File: src/rtl/serial_subtractor.sv
// Bit-serial unsigned subtractor: A - B (mod 2^WIDTH) plus final borrow, one bit per clock,
// LSB first, paced by a start/busy/done handshake.
module serial_subtractor #(
    parameter int WIDTH = 8
) (
    input  logic             clk,
    input  logic             rst,
    input  logic             start,
    input  logic [WIDTH-1:0] a,
    input  logic [WIDTH-1:0] b,
    output logic             busy,
    output logic             done,
    output logic [WIDTH-1:0] diff,
    output logic             borrow,
    output logic             diff_bit,
    output logic             bit_valid
);

    localparam int CNT_W = $clog2(WIDTH);
    localparam logic [CNT_W-1:0] CNT_LAST = CNT_W'(WIDTH - 1);

    typedef enum logic [1:0] {
        IDLE  = 2'd0,
        SHIFT = 2'd1,
        DONE  = 2'd2
    } state_t;

    // Full-subtractor cell: difference and borrow-out of x - y - bi
    function automatic logic fs_diff(input logic x, input logic y, input logic bi);
        return x ^ y ^ bi;
    endfunction

    function automatic logic fs_borrow(input logic x, input logic y, input logic bi);
        return (~x & y) | (~(x ^ y) & bi);
    endfunction

    state_t             state_r, state_s;
    logic [WIDTH-1:0]   a_sr_r, a_sr_s;
    logic [WIDTH-1:0]   b_sr_r, b_sr_s;
    logic [WIDTH-1:0]   res_r, res_s;
    logic [CNT_W-1:0]   cnt_r, cnt_s;
    logic               bin_r, bin_s;
    logic               busy_r, busy_s;
    logic               done_r, done_s;
    logic [WIDTH-1:0]   diff_r, diff_s;
    logic               borrow_r, borrow_s;
    logic               diff_bit_r, diff_bit_s;
    logic               bit_valid_r, bit_valid_s;
    logic               d_s;
    logic               bout_s;

    // Next-state, datapath and registered-output computation
    always_comb begin
        state_s     = state_r;
        a_sr_s      = a_sr_r;
        b_sr_s      = b_sr_r;
        res_s       = res_r;
        cnt_s       = cnt_r;
        bin_s       = bin_r;
        diff_s      = diff_r;
        borrow_s    = borrow_r;
        done_s      = 1'b0;
        d_s         = fs_diff(a_sr_r[0], b_sr_r[0], bin_r);
        bout_s      = fs_borrow(a_sr_r[0], b_sr_r[0], bin_r);

        case (state_r)
            IDLE, DONE: begin
                if (start) begin
                    a_sr_s  = a;
                    b_sr_s  = b;
                    res_s   = '0;
                    bin_s   = 1'b0;
                    cnt_s   = '0;
                    state_s = SHIFT;
                end else begin
                    state_s = IDLE;
                end
            end
            SHIFT: begin
                res_s  = {d_s, res_r[WIDTH-1:1]};
                a_sr_s = {1'b0, a_sr_r[WIDTH-1:1]};
                b_sr_s = {1'b0, b_sr_r[WIDTH-1:1]};
                bin_s  = bout_s;
                cnt_s  = cnt_r + CNT_W'(1);
                if (cnt_r == CNT_LAST) begin
                    diff_s   = {d_s, res_r[WIDTH-1:1]};
                    borrow_s = bout_s;
                    done_s   = 1'b1;
                    state_s  = DONE;
                end else begin
                    state_s  = SHIFT;
                end
            end
            default: begin
                state_s = IDLE;
            end
        endcase

        // Look ahead one cycle so the registered serial bit lines up with its SHIFT cycle
        busy_s      = (state_s == SHIFT);
        bit_valid_s = busy_s;
        diff_bit_s  = busy_s & fs_diff(a_sr_s[0], b_sr_s[0], bin_s);
    end

    // State and output registers with synchronous reset
    always_ff @(posedge clk) begin
        if (rst) begin
            state_r     <= IDLE;
            a_sr_r      <= '0;
            b_sr_r      <= '0;
            res_r       <= '0;
            cnt_r       <= '0;
            bin_r       <= 1'b0;
            busy_r      <= 1'b0;
            done_r      <= 1'b0;
            diff_r      <= '0;
            borrow_r    <= 1'b0;
            diff_bit_r  <= 1'b0;
            bit_valid_r <= 1'b0;
        end else begin
            state_r     <= state_s;
            a_sr_r      <= a_sr_s;
            b_sr_r      <= b_sr_s;
            res_r       <= res_s;
            cnt_r       <= cnt_s;
            bin_r       <= bin_s;
            busy_r      <= busy_s;
            done_r      <= done_s;
            diff_r      <= diff_s;
            borrow_r    <= borrow_s;
            diff_bit_r  <= diff_bit_s;
            bit_valid_r <= bit_valid_s;
        end
    end

    assign busy      = busy_r;
    assign done      = done_r;
    assign diff      = diff_r;
    assign borrow    = borrow_r;
    assign diff_bit  = diff_bit_r;
    assign bit_valid = bit_valid_r;

endmodule

File: config.mk
export PLATFORM = sky130hd
export DESIGN_NAME = serial_subtractor
export DESIGN_NICKNAME = d
export VERILOG_FILES = /design/src/rtl/serial_subtractor.sv
export SDC_FILE = /design/constraint.sdc
export NUM_CORES = 1
export LEC_CHECK = 0
export CAP_MARGIN = 10
export CORE_UTILIZATION = 50
export CTS_CLUSTER_DIAMETER = 120
export DETAILED_ROUTE_END_ITERATION = 7
export PLACE_DENSITY = 0.78
export SYNTH_ARGS = -nofsm -noshare
export SYNTH_HDL_FRONTEND = slang
export SYNTH_SLANG_ARGS = --single-unit
File: constraint.sdc
create_clock -name clk -period 3.7 [get_ports clk]
set_input_delay 0.74 -clock clk [delete_from_list [all_inputs] [get_ports clk]]
set_output_delay 0.74 -clock clk [all_outputs]
set_load 0.03 [all_outputs]
=== After elaboration in Yosys (flattened, before gate mapping) ===
Index checks and enable logic that the tools add are counted.

* Input port bits: 19
* Word-level logic and storage cells: 50
* Register bits: 42

* Bitwise gates (word level): 11
* $add $sub $neg: 1
* Reduce and logical (&&, ||, !) cells: 6
* Multiplexer cells: 14
* Eq/ne operators: 5

{| class="wikitable"
|+ Operator list
! operator !! number
|-
| $pmux 8 s2 || 3
|-
| $mux 8 || 3
|-
| $pmux 3 s2 || 1
|-
| $eq 2x1->1 const B || 2
|-
| $pmux 2 s2 || 1
|-
| $reduce_and 2->1 || 2
|-
| $reduce_or 2->1 || 2
|-
| $xor 1x1->1 || 4
|-
| $add 3x1->3 const B || 1
|-
| $and 1x1->1 || 3
|-
| $eq 3x3->1 const B || 1
|-
| $mux 1 || 3
|-
| $mux 3 || 1
|-
| $not 1->1 || 3
|-
| $eq 2x2->1 const B || 1
|-
| $logic_not 2->1 || 1
|-
| $mux 2 || 1
|-
| $ne 2x2->1 const B || 1
|-
| $pmux 1 s2 || 1
|-
| $reduce_bool 2->1 || 1
|-
| $or 1x1->1 || 1
|}

=== Longest topological paths before layout ===
Gate-level depths: netlist of the first run.

* Depth after elaboration: 7
* Mapped depth: 6

=== Worst setup path before layout of the first run ===
Ideal clock, no wire load.

* Path type: register -> register
* From: register a_sr_r[0]
* To: register diff_bit_r (netlist: diff_bit)
* Path buffers: 0
* Cell stages (with the launch flop): 7
* Path slack: 2.008 ns
* Data arrival time: 1.619 ns
* Path through: dfxtp_1 -> inv_1 -> fa_1 -> mux2_2 -> a22oi_1 -> xnor3_1 -> nor3_2

* Cells in the longest elaborated chain, start to end: 7
* Elaborated cells on any way between the ends: 12
* Those cells by class: 3 x mux; 9 x bitwise

{| class="wikitable"
|+ Ends and longest elaborated chain
! element !! line !! source
|-
| from (decl) || 38 || <nowiki>logic [WIDTH-1:0] a_sr_r, a_sr_s;</nowiki>
|-
| from (signal assigned) || 122 || <nowiki>a_sr_r <= a_sr_s;</nowiki>
|-
| $xor 1x1->1 || 34 || <nowiki>return (~x & y) | (~(x ^ y) & bi);</nowiki>
|-
| $not 1->1 || 34 ||
|-
| $and 1x1->1 || 34 ||
|-
| $or 1x1->1 * || 34 ||
|-
| via bout_s || 50 || <nowiki>logic bout_s;</nowiki>
|-
| $pmux 1 s2 * || 66 || <nowiki>case (state_r)</nowiki>
|-
| $xor 1x1->1 * || 30 || <nowiki>return x ^ y ^ bi;</nowiki>
|-
| $and 1x1->1 * || 102 || <nowiki>diff_bit_s = busy_s & fs_diff(a_sr_s[0], b_sr_s[0], bin_s);</nowiki>
|-
| to (signal assigned) || 131 || <nowiki>diff_bit_r <= diff_bit_s;</nowiki>
|-
| to (decl) || 47 || <nowiki>logic diff_bit_r, diff_bit_s;</nowiki>
|}

The timed path passes the listed nets; every way through them passes the cells marked *. The select of a mux whose other input is x is not followed.
A chain may end at the register's enable or synchronous reset.

=== Final worst setup path of the first run ===
* From: register diff_r[1] (netlist: diff[1])
* To: output diff[1]

{| class="wikitable"
|+ RTL lines
! element !! line !! source
|-
| from (decl) || 45 || <nowiki>logic [WIDTH-1:0] diff_r, diff_s;</nowiki>
|-
| from (signal assigned) || 129 || <nowiki>diff_r <= diff_s;</nowiki>
|-
| to (decl) || 13 || <nowiki>output logic [WIDTH-1:0] diff,</nowiki>
|}

No word-level cell between the ends.

==> reports/results.ini, run 1 <==
[route]
wirelength_um=3000
wl_per_cell_um=12.3
drc=0
top_layer=met4
vias=1267
wl_met1_um=1320
avgViaCountPerCell=5.19
dr.pass1.iters=4
dr_wl_met3_um=149
first_iter_violations=35
ant_nets=0
wl_met2_um=1460

[synth]
syn_area_um2=1580
ys_ff_latch=41
synth_top_cell_area_share_pct=52.0
synthDistinctLibCells=23
ys_seq_area_share_pct=52.0
yosys.area.top_type=dfxtp_1
synth_area_leaders=dfxtp_1, a22oi_1, a21oi_1
syn_inst=171
synth_fp_nets=193
syn_avg_cell_area_um2=9.23
yosys_warnings=0

[placed_design]
place_hpwl_um=2110
io_buffers=31
gp_congestion=0.763
pre_cts_ws_ns=1.25

[floorplan]
core_um2=3030
row_count=20
ioPinCount=32
die_h_um=58.2
fp.dieW_um=58.2
dieArea_um2=3380
start_util_pct=52.1

[layout]
layout.nets=221
final_common_cell=dfxtp_1
final_cell_mix=dfxtp_1, clkdlybuf4s50_1, nand2_1
fillers=268
drive_above_1_share_pct=8.00
diodes=0
syn_to_final_growth_pct=23.9

[power]
p_per_area_nw_per_um2=406
leakagePower_nw=0.704
ir_worst_vdd_mv=0.268

[cts]
clockRootBuffer=clkbuf_4
holdBufCountCts=0
clkTransAtPathRegs_ns=0.12
insertion_delay_ns=0.36
tritoncts=built
clock-sinks=41
h-tree-depth=2
cts.path.max_buffers=2
numCtsBuffers=5
postCtsSetupBuffers=0
post_cts_resize_count=0

[sta]
finalHoldViolCount=0
hold_ws_ns=0.462
fin_setup_tns_ns=0
maxSlewViolCount=0
rsz0062_at_grt=no
setup_viol=0
skew_ns=0.00860
worst_pin_slew_ns=0.786
min_period_over_period_pct=57.5
fmax_mhz=470
slew_headroom_pct=47.6
setup_ws_ns=1.57
min_period_ns=2.13

[min_path]
hp-start=diff[5]
hold_class=register to register
holdPathStages=2
hold_end=diff[5]

[global_route]
grt_pass1_vias=1111
grt_max_degree=42
grt_first_pass_wirelength_um=4890
antenna_found_initial=0
grt_overflow=0
grt_use_total_pct=19.8

[setup_path]
cp-startpoint=diff[1]
path_cells=clkdlybuf4s50_1
slowest_delay_ns=0.67
cp_max_fo=2
cp.required_ns=2.96
worst_setup_path_start_kind=register
reg2reg_depth=4
rr_startpoint=state_r[0]
reg2reg_slack_ns=1.76
crit_buf_inv=1
cp_slowest_cell=clkdlybuf4s50_1
cp_top_family=buffers and inverters
timing.rr.end=diff[7]
crit_type=register to output port
critPathCaptureType=output port
arrival_ns=1.39

[job]
maxCapViolCount=0

[run_status]
status=finished, final reports clean

cells in the mapped netlist:
master,instances
and2_1,1
a211oi_1,1
clkbuf_2,1
dfxtp_1,41
nand2b_1,1
nand2_2,1
buf_2,4
buf_4,2
clkbuf_1,5
fa_1,1
a21oi_1,21
mux2_2,3
nor2b_1,2
mux2i_1,6
nor2_1,25
xnor3_1,1
nor3_2,1
nor2_4,1
a22oi_1,22
nand2_1,27
and2b_1,1
ha_1,2
inv_1,1
per-layer routing:
metal  global-route usage, %  up-vias
li1                        -      643
met1                    22.9      585
met2                    32.0       32
met3                    7.59        7
met4                    9.86        0
met5                       0        -
stage by stage:
step,power [W],instances,utilization (%),cell area (µm²)
6_report,0.000793,244,64.5,1950
5_1_grt,0.000830,244,64.5,1950
4_1_cts,0.000802,244,64.5,1950
3_5_place_dp,0.000587,236,62.7,1900
3_3_place_gp,0.000582,236,62.7,1900
2_1_floorplan,0.000549,171,-,1580
area by class of cell:
type                       count  area, µm²  share of cell area, %
clock buffer                   5       37.5                   1.92
timing repair buffer          33        325                   16.6
multi-input combinational    117        694                   35.5
inverter                       1       3.75                  0.192
clock inverter                 3       17.5                  0.896
sequential                    41        821                   42.0
tap                           44       55.1                   2.82
flip-flops by register name, summed over array words and instances (netlist names), 2 cells and up:
register and cells:
a_sr_r 8, diff 8, cnt_r 3, state_r 2, res_r 7, b_sr_r 8
where the power goes:
group	leakage, nW	switching (W)	internal, W
clock	0.0310	0.000145	0.0000716
sequential	0.334	0.0000109	0.000459
combinational	0.339	0.0000547	0.0000520
worst max-delay path by stage:
stage | end | depth (start not counted) | slack (ns)
floorplan | diff_bit | 6 | 2.01
global placement | b_sr_r[1] | 5 | 1.33
detailed placement | res_r[5] | 5 | 1.25
CTS | diff[1] | 1 | 1.55
global route | borrow | 1 | 1.52
finish | diff[1] | 1 | 1.57
kinds of logic after synthesis:
family                     count (synthesis)  synth area share (%)
and+or+nand+nor                           60                  16.2
AOI/OAI and AO/OA                         44                  17.6
DFF                                       41                  52.0
buffers and inverters                     13                  3.96
muxes                                      9                  5.95
adders and majority gates                  3                  2.85
xor gates and xnor gates                   1                  1.43
Note: power is estimated with default switching activity, not from simulation.
==> run 2, diff against run 1 <==
Settings changed: CORE_UTILIZATION 50 to 45, PLACE_DENSITY 0.78 to 0.74.
Clock period 3.7 ns to 1.8 ns, I/O delays scaled along.
==> reports/results.ini, run 2 (synthesized netlist as in run 1, its figures left out) <==
[route]
avgViaCountPerCell=5.16  ; was 5.19
wl_met1_um=1380  ; was 1320 µm
wl_met2_um=1690  ; was 1460 µm
top_layer=met4  ; unchanged
wl_per_cell_um=12.8  ; was 12.3 µm
dr.pass1.iters=4  ; unchanged
ant_nets=0  ; unchanged
wirelength_um=3210  ; was 3000 µm
dr_wl_met3_um=103  ; was 149 µm
vias=1296  ; was 1267
first_iter_violations=43  ; was 35
drc=0  ; unchanged

[sta]
min_period_ns=1.74
slew_headroom_pct=65.8  ; was 47.6%
fmax_mhz=576
skew_ns=0.00380  ; was 0.00860 ns
setup_viol=0  ; unchanged
min_period_over_period_pct=96.5
hold_ws_ns=0.462  ; about the same
worst_pin_slew_ns=0.512  ; was 0.786 ns
finalHoldViolCount=0  ; unchanged
setup_ws_ns=0.0638  ; was 1.57 ns
rsz0062_at_grt=no  ; unchanged
maxSlewViolCount=0  ; unchanged

[setup_path]
arrival_ns=1.38  ; was 1.39 ns
cp_slowest_cell=clkdlybuf4s50_1  ; unchanged
critPathCaptureType=output port  ; unchanged
cp_top_family=buffers and inverters  ; unchanged
crit_buf_inv=1  ; unchanged
cp.required_ns=1.44  ; was 2.96 ns
path_cells=clkdlybuf4s50_1  ; unchanged
worst_setup_path_start_kind=register  ; unchanged
cp_max_fo=2  ; unchanged
slowest_delay_ns=0.67  ; about the same
crit_type=register to output port  ; unchanged

[layout]
final_common_cell=dfxtp_1  ; unchanged
layout.nets=226  ; was 221
diodes=0  ; unchanged
syn_to_final_growth_pct=30.6  ; was 23.9%
stdcell_count=251  ; was 244
drive_above_1_share_pct=11.2  ; was 8.00%
utilization_pct=61.8  ; was 64.5%
final_cell_mix=dfxtp_1, clkdlybuf4s50_1, nand2_1  ; unchanged
fillers=286  ; was 268

[placed_design]
place_hpwl_um=2220  ; was 2110 µm
gp_congestion=0.714  ; was 0.763
post-place-cells=241  ; was 236
pre_cts_ws_ns=-0.0593  ; was 1.25 ns
io_buffers=31  ; unchanged

[floorplan]
dieArea_um2=3750  ; was 3380 µm²
start_util_pct=47.3  ; was 52.1%
core_um2=3340  ; was 3030 µm²
die_h_um=61.2  ; was 58.2 µm
row_count=21  ; was 20
ioPinCount=32  ; unchanged
fp.dieW_um=61.2  ; was 58.2 µm

[power]
p_seq_share_pct=50.1  ; was 59.2%
clkPwrFrac_pct=37.7  ; was 27.3%
combPwrFrac_pct=12.2  ; was 13.5%
switchingPower_w=0.000437  ; was 0.000211 W
p_total_w=0.00193  ; was 0.000793 W
p_per_area_nw_per_um2=936  ; was 406 nW/µm²
ir_worst_vdd_mv=0.487  ; was 0.268 mV
p_sw_share_pct=22.6  ; was 26.6%
intPower_w=0.00149  ; was 0.000582 W
leakagePower_nw=0.758  ; was 0.704 nW

[global_route]
grt_max_degree=42  ; unchanged
grt_overflow=0  ; unchanged
grt_first_pass_wirelength_um=5150  ; was 4890 µm
antenna_found_initial=0  ; unchanged
grt_use_total_pct=19.3  ; was 19.8%
grt_pass1_vias=1168  ; was 1111

[cts]
clockRootBuffer=clkbuf_4  ; unchanged
insertion_delay_ns=0.34  ; was 0.36 ns
tritoncts=built  ; unchanged
clock-sinks=41  ; unchanged
numCtsBuffers=5  ; unchanged
clkTransAtPathRegs_ns=0.12  ; about the same
h-tree-depth=2  ; unchanged
cts.path.max_buffers=2  ; unchanged

[job]
maxCapViolCount=0  ; unchanged

[run_status]
status=finished, final reports clean  ; unchanged

[min_path]
hold_class=register to register  ; unchanged

-- run 2: changes by cell type in the layout (fill, tap and decap cells not counted), sizes merged --
cell	delta
clkinv	-1
buf	+5
bufinv	+2
clkinvlp	-1
-- run 2: timing repair --
| action | in CTS | in global routing |
|---|---|---|
| cloned | 0 | 0 |
| buffers inserted | 0 | 2 |
| gates resized for setup | 2 | 0 |
| pin swaps | 0 | 1 |
| setup endpoints to repair | 1 | 1 |
| hold buffers | 0 | 0 |
-- run 2: cell type report --
| class | instances | area (µm²) | share of cell area (%) |
|---|---|---|---|
| tap | 46 | 57.6 | 2.79 |
| clock inverter | 3 | 65.1 | 3.16 |
| inverter | 1 | 3.75 | 0.182 |
| clock buffer | 5 | 37.5 | 1.82 |
| multi-input combinational | 117 | 699 | 33.9 |
| sequential | 41 | 822 | 39.9 |
| timing repair buffer | 38 | 375 | 18.2 |
-- run 2: path summary, 6_finish.rpt --
check                 start         to  slack (ns)  cells after the start
setup / recovery    diff[1]    diff[1]        0.06                      1
hold / removal    a_sr_r[3]  a_sr_r[3]        0.46                      2
setup reg to reg  a_sr_r[0]   diff_bit        0.07                      6
hold reg to reg   a_sr_r[3]  a_sr_r[3]        0.46                      2
-- run 2: power groups by stage --
stage                     clock network (W)  logic, W  registers (W)
after floorplan                           0  0.000139       0.000989
after global placement                    0  0.000223       0.000984
after detailed placement                  0  0.000230       0.000986
after CTS                          0.000739  0.000233       0.000966
after global routing               0.000777  0.000259       0.000970
final                              0.000728  0.000236       0.000966
-- run 2: metal layers --
| layer | up-vias | GRT usage [%] |
|---|---|---|
| li1 | 654 | - |
| met1 | 613 | 22.6 |
| met2 | 27 | 32.8 |
| met3 | 2 | 5.46 |
| met4 | 0 | 8.77 |
| met5 | - | 0 |
-- run 2: stage by stage --
| step | TNS [ns] | cell area, µm² |
|---|---|---|
| 5_1_grt | 0 | 2060 |
| 6_report | 0 | 2060 |
| 4_1_cts | 0 | 2050 |
| 2_1_floorplan | 0 | 1580 |
| 3_5_place_dp | -0.0713 | 1940 |
| 3_3_place_gp | 0 | 1940 |
-- run 2: worst min-delay path, cell delays in order (launching register included) --
cell and delay, ns:
dfxtp_1 0.33, nand2_1 0.05, a21oi_1 0.05
==> variant 1 (flow settings as in run 2) <==
Make the reset (`rst`) asynchronous in one clocked block. Comments in the files are not updated.
--- a/src/rtl/serial_subtractor.sv
+++ b/src/rtl/serial_subtractor.sv
@@ -104,5 +104,5 @@
 
     // State and output registers with synchronous reset
-    always_ff @(posedge clk) begin
+    always_ff @(posedge clk or posedge rst) begin
         if (rst) begin
             state_r     <= IDLE;
Function: differs if rst is asserted again (counterexample within 4 cycles, from zero or initial values and one cycle with rst high); with rst held inactive, the same outputs for 10 cycles.
==> variant 1 against run 2 <==
- via count decreased by 12%
- wire length fell by 4.5%
- clock skew up 0.0013 ns
- fmax up 2.5%
- highest routed layer unchanged
- die area grew 5.1%
- area after synthesis grew 5.3%
- setup slack improved by 0.043 ns
- critical path depth rose by 5
- final cell count is 12% lower
- design area grew 4.6%
- critical path type is now reg2reg
- sequential cell count shrank 1
Power is not compared: it rests on default switching activity, and its combinational part moved more than twofold at a synthesized area within 25%.
==> variant 1: results (changes against run 2) <==
* Grt met2 use at 27.3% (-5.5 points)
* Setup crit start: a_sr_r[0]
* Metal3 WL at 145 um (+41%)
* Slowest CP cell: fa_2
* Clock skew at 0.00513 ns (+0.00133 ns)
* Hold WC Path Type: in2async
* Root Buffer: clkbuf_8
* Synth cell types at 23 (unchanged)
* Largest net degree at the start of global routing at 41 (-2.4%)
* Invs w/o clock at 4 (+3)
* Vias in the first global route at 1129 (-3.3%)
* Final GP Congestion at 0.717 (+0.35%)
* WL met2 at 1500 um (-11%)
* Post-place instance area at 2060 sq um (+6.3%)
* Pint at 2.51 mW
* Area growth syn-to-layout at 29.7%
* Fillers at 276 (-3.5%)
* GRT met1 Usage at 22.4% (-0.22 points)
* Final-layout non-clock buffer area share at 17.8% (-0.40 points)
* CLK BUF at 8 (+3)
* CTS sink cnt at 40 (-2.4%)
* Synthesized area per cell at 12.4 sq um (+34%)
* Worst Path Arrival at 1.88 ns (+0.50 ns)
* First-iteration detailed-routing DRC count at 39 (-9.3%)
* Via density at 5.18 (+0.27%)
* Cell Count Post-Placement at 212 (-12%)
* Sequential cell count at 40 (-2.4%)
* Most instantiated cells after synthesis: 40 x dfrtp_1, 28 x nand2_1, 12 x a22oi_1, 10 x a22o_1, 8 x mux2_1
* Share of layout cells above drive strength 1 at 12.6% (+1.4 points)
* Gr usage total at 17.5% (-1.8 points)
* Primary FF master, synth: dfrtp_1
* Wirelength per Cell at 13.9 um (+9.0%)
* Portion of the layout cell area used by clock cells at 4.18% (-0.80 points)
* Synthesized Nets at 156 (-19%)
* Clock slew at reported path FFs at 0.07 ns (-0.05 ns)
* Non-clk bufs at 41 (+7.9%)
* GR Util met3 at 3.83% (-1.6 points)
* Top area cells in the synthesized netlist: dfrtp_1 60%, nand2_1 6.3%, a22oi_1 5.4%, mux2_1 5.4%, a22o_1 5.3%
* Post-synth ARST share at 100% (+100 points)
* Final cell count without fillers at 220 (-12%)
* Horiz. Die Dim at 62.8 um (+2.5%)
* Status: finished, final reports clean
* H-tree depth at 2 (unchanged)
* Sequential cell area share at 46.4% (+6.5 points)
* Multi-input gates at 81 (-31%)
* Slowest cell delay on critical path at 0.38 ns (-0.29 ns)
* Place WS at -0.199 ns (-0.139 ns)
* Tightest Pin Transition at 0.535 ns (+0.0234 ns)
* Post-layout nets at 195 (-14%)
* WL met1 at 1350 um (-2.4%)
* Fraction of area in multi-input gates at 28.2% (-5.7 points)
* Clock Latency Late Sink at 0.29 ns (-0.05 ns)
-- variant 1: cell count changes in the layout (fill, tap and decap cells not counted), sizes merged, moves of 2 or more --
| cell | run 2 | this run |
|---|---|---|
| dfxtp | 41 | 0 |
| inv | 1 | 4 |
| bufinv | 2 | 0 |
| clkbuf | 5 | 8 |
| a21oi | 21 | 0 |
| o21bai | 0 | 2 |
| dfrtp | 0 | 40 |
| mux2 | 3 | 9 |
| buf | 7 | 10 |
| a22oi | 22 | 12 |
| o21ai | 0 | 3 |
| a22o | 0 | 11 |
| nor2 | 26 | 3 |
-- variant 1: cell families after synthesis --
family                   Yosys count  synth area share, %
flip-flops                        40                 60.2
AND/OR/NAND/NOR                   34                 8.51
AO/OA/AOI/OAI                     28                 13.1
multiplexers                      15                 10.5
buffers and inverters             13                 3.61
adder cells (fa/ha/maj)            3                 2.71
XOR/XNOR                           1                 1.36
-- variant 1: worst reg2reg max path: cells and delay by family, from the launching register on --
| kind | cells | cell delay (ns) |
|---|---|---|
| simple gates | 1 | 0.04 |
| fa+ha+maj | 1 | 0.38 |
| xor+xnor | 1 | 0.21 |
| mux | 1 | 0.29 |
| flops | 1 | 0.35 |
| compound gates | 1 | 0.26 |
| buf+inv | 1 | 0.06 |
-- variant 1: path summary, 6_finish.rpt --
| check | end | slack (ns) | cells after the start |
|---|---|---|---|
| worst max-delay path | diff_bit | 0.11 | 6 |
| worst min-delay path | a_sr_r[7] | 0.48 | 3 |
| worst max register to register | diff_bit | 0.11 | 6 |
| worst min register to register | b_sr_r[2] | 0.48 | 2 |
| max in group asynchronous | diff[5] | 0.98 | 3 |
| min in group clk | b_sr_r[2] | 0.48 | 2 |
==> variant 2 (config.mk and constraints of run 2) <==
Without the edit above. The parameter `WIDTH` goes from 8 to 4.
--- a/src/rtl/serial_subtractor.sv
+++ b/src/rtl/serial_subtractor.sv
@@ -2,5 +2,5 @@
 // LSB first, paced by a start/busy/done handshake.
 module serial_subtractor #(
-    parameter int WIDTH = 8
+    parameter int WIDTH = 4
 ) (
     input  logic             clk,
Ports: changed (resized a, b and diff); port bits go from 32 to 20. No check against the original RTL was run, so the function may have changed too.
==> variant 2 against run 2 <==
- wire length decreased by 48%
- via count decreased by 44%
- register-to-register slack improved by 0.03 ns
- sequential cell count decreased by 17
- design area decreased by 42%
- sequential power decreased by 41%
- sequential share of layout area increased by 0.13 points
- area after synthesis decreased by 40%
- setup slack improved by 0.041 ns
- global-route usage decreased by 0.96 points
- combinational power decreased by 28%
- power decreased by 50%
- non-clock buffer count decreased by 14
- critical path type is now reg2reg
- critical endpoint is now diff_bit
- largest cell class unchanged
- highest routed layer is now met3
==> variant 2: results (changes against run 2) <==
* Post-Synth Adder-Cell Area at 3.46% (+0.60 points)
* Status: finished, final reports clean
* Crit path max-delay family: adder cells
* Tightest Pin Transition at 0.383 ns (-0.129 ns)
* PwrDens at 798 nW/um^2 (-15%)
* Gr usage total at 18.4% (-0.96 points)
* Metal3 WL at 83 um (-19%)
* Combinational cell fraction of total power at 17.6% (+5.4 points)
* Synthesized Nets at 114 (-41%)
* Vias at 725 (-44%)
* Top area cells in the synthesized netlist: dfxtp_1 51%, a22oi_1 8.0%, nor2_1 6.8%, a21oi_1 5.3%, nand2_1 4.0%
* Sequential Power Share at 59.6% (+9.5 points)
* Leakage at 0.459 nW (-39%)
* Cell Count Post-Placement at 145 (-40%)
* Worst Path Arrival at 1.95 ns (+0.57 ns)
* Hold Startpoint: diff[1]
* Clock skew at 0.00305 ns (-0.000753 ns)
* Clock Latency Late Sink at 0.30 ns (-0.04 ns)
* Largest net degree at the start of global routing at 17 (-60%)
* Switching power at 0.238 mW (-45%)
* Share of layout cells above drive strength 1 at 10.7% (-0.48 points)
* Hpwl dp at 1190 um (-46%)
* Post-synthesis compound-gate area fraction at 17.0% (-0.58 points)
* First-iteration detailed-routing DRC count at 10 (-77%)
* WL met1 at 799 um (-42%)
-- variant 2: how the worst max path moves through the flow --
stage | to | slack, ns
5_1_grt | diff_bit | 0.004
2_1_floorplan | diff_bit | 0.17
3_5_place_dp | diff_bit | -0.12
6_report | diff_bit | 0.10
3_3_place_gp | diff_bit | -0.04
4_1_cts | diff_bit | 0.0005
-- variant 2: per-stage QoR --
| step | hold WS (ns) | setup WS, ns | utilization, % | cell area, sq um |
|---|---|---|---|---|
| CTS | 0.463 | 0.000458 | 61.0 | 1200 |
| global route | 0.491 | 0.00383 | 61.4 | 1200 |
| global placement | 0.443 | -0.0380 | 59.9 | 1170 |
| floorplan | 0.429 | 0.174 | - | 941 |
| detailed placement | 0.447 | -0.123 | 59.9 | 1170 |
| finish | 0.460 | 0.105 | 61.4 | 1200 |
-- variant 2: area by class of cell --
type,count,area share [%]
sequential,24,40.0
clock buffer,3,1.87
tap,27,2.81
multi-input combinational,68,34.7
timing repair buffer,24,20.0
inverter,2,0.624
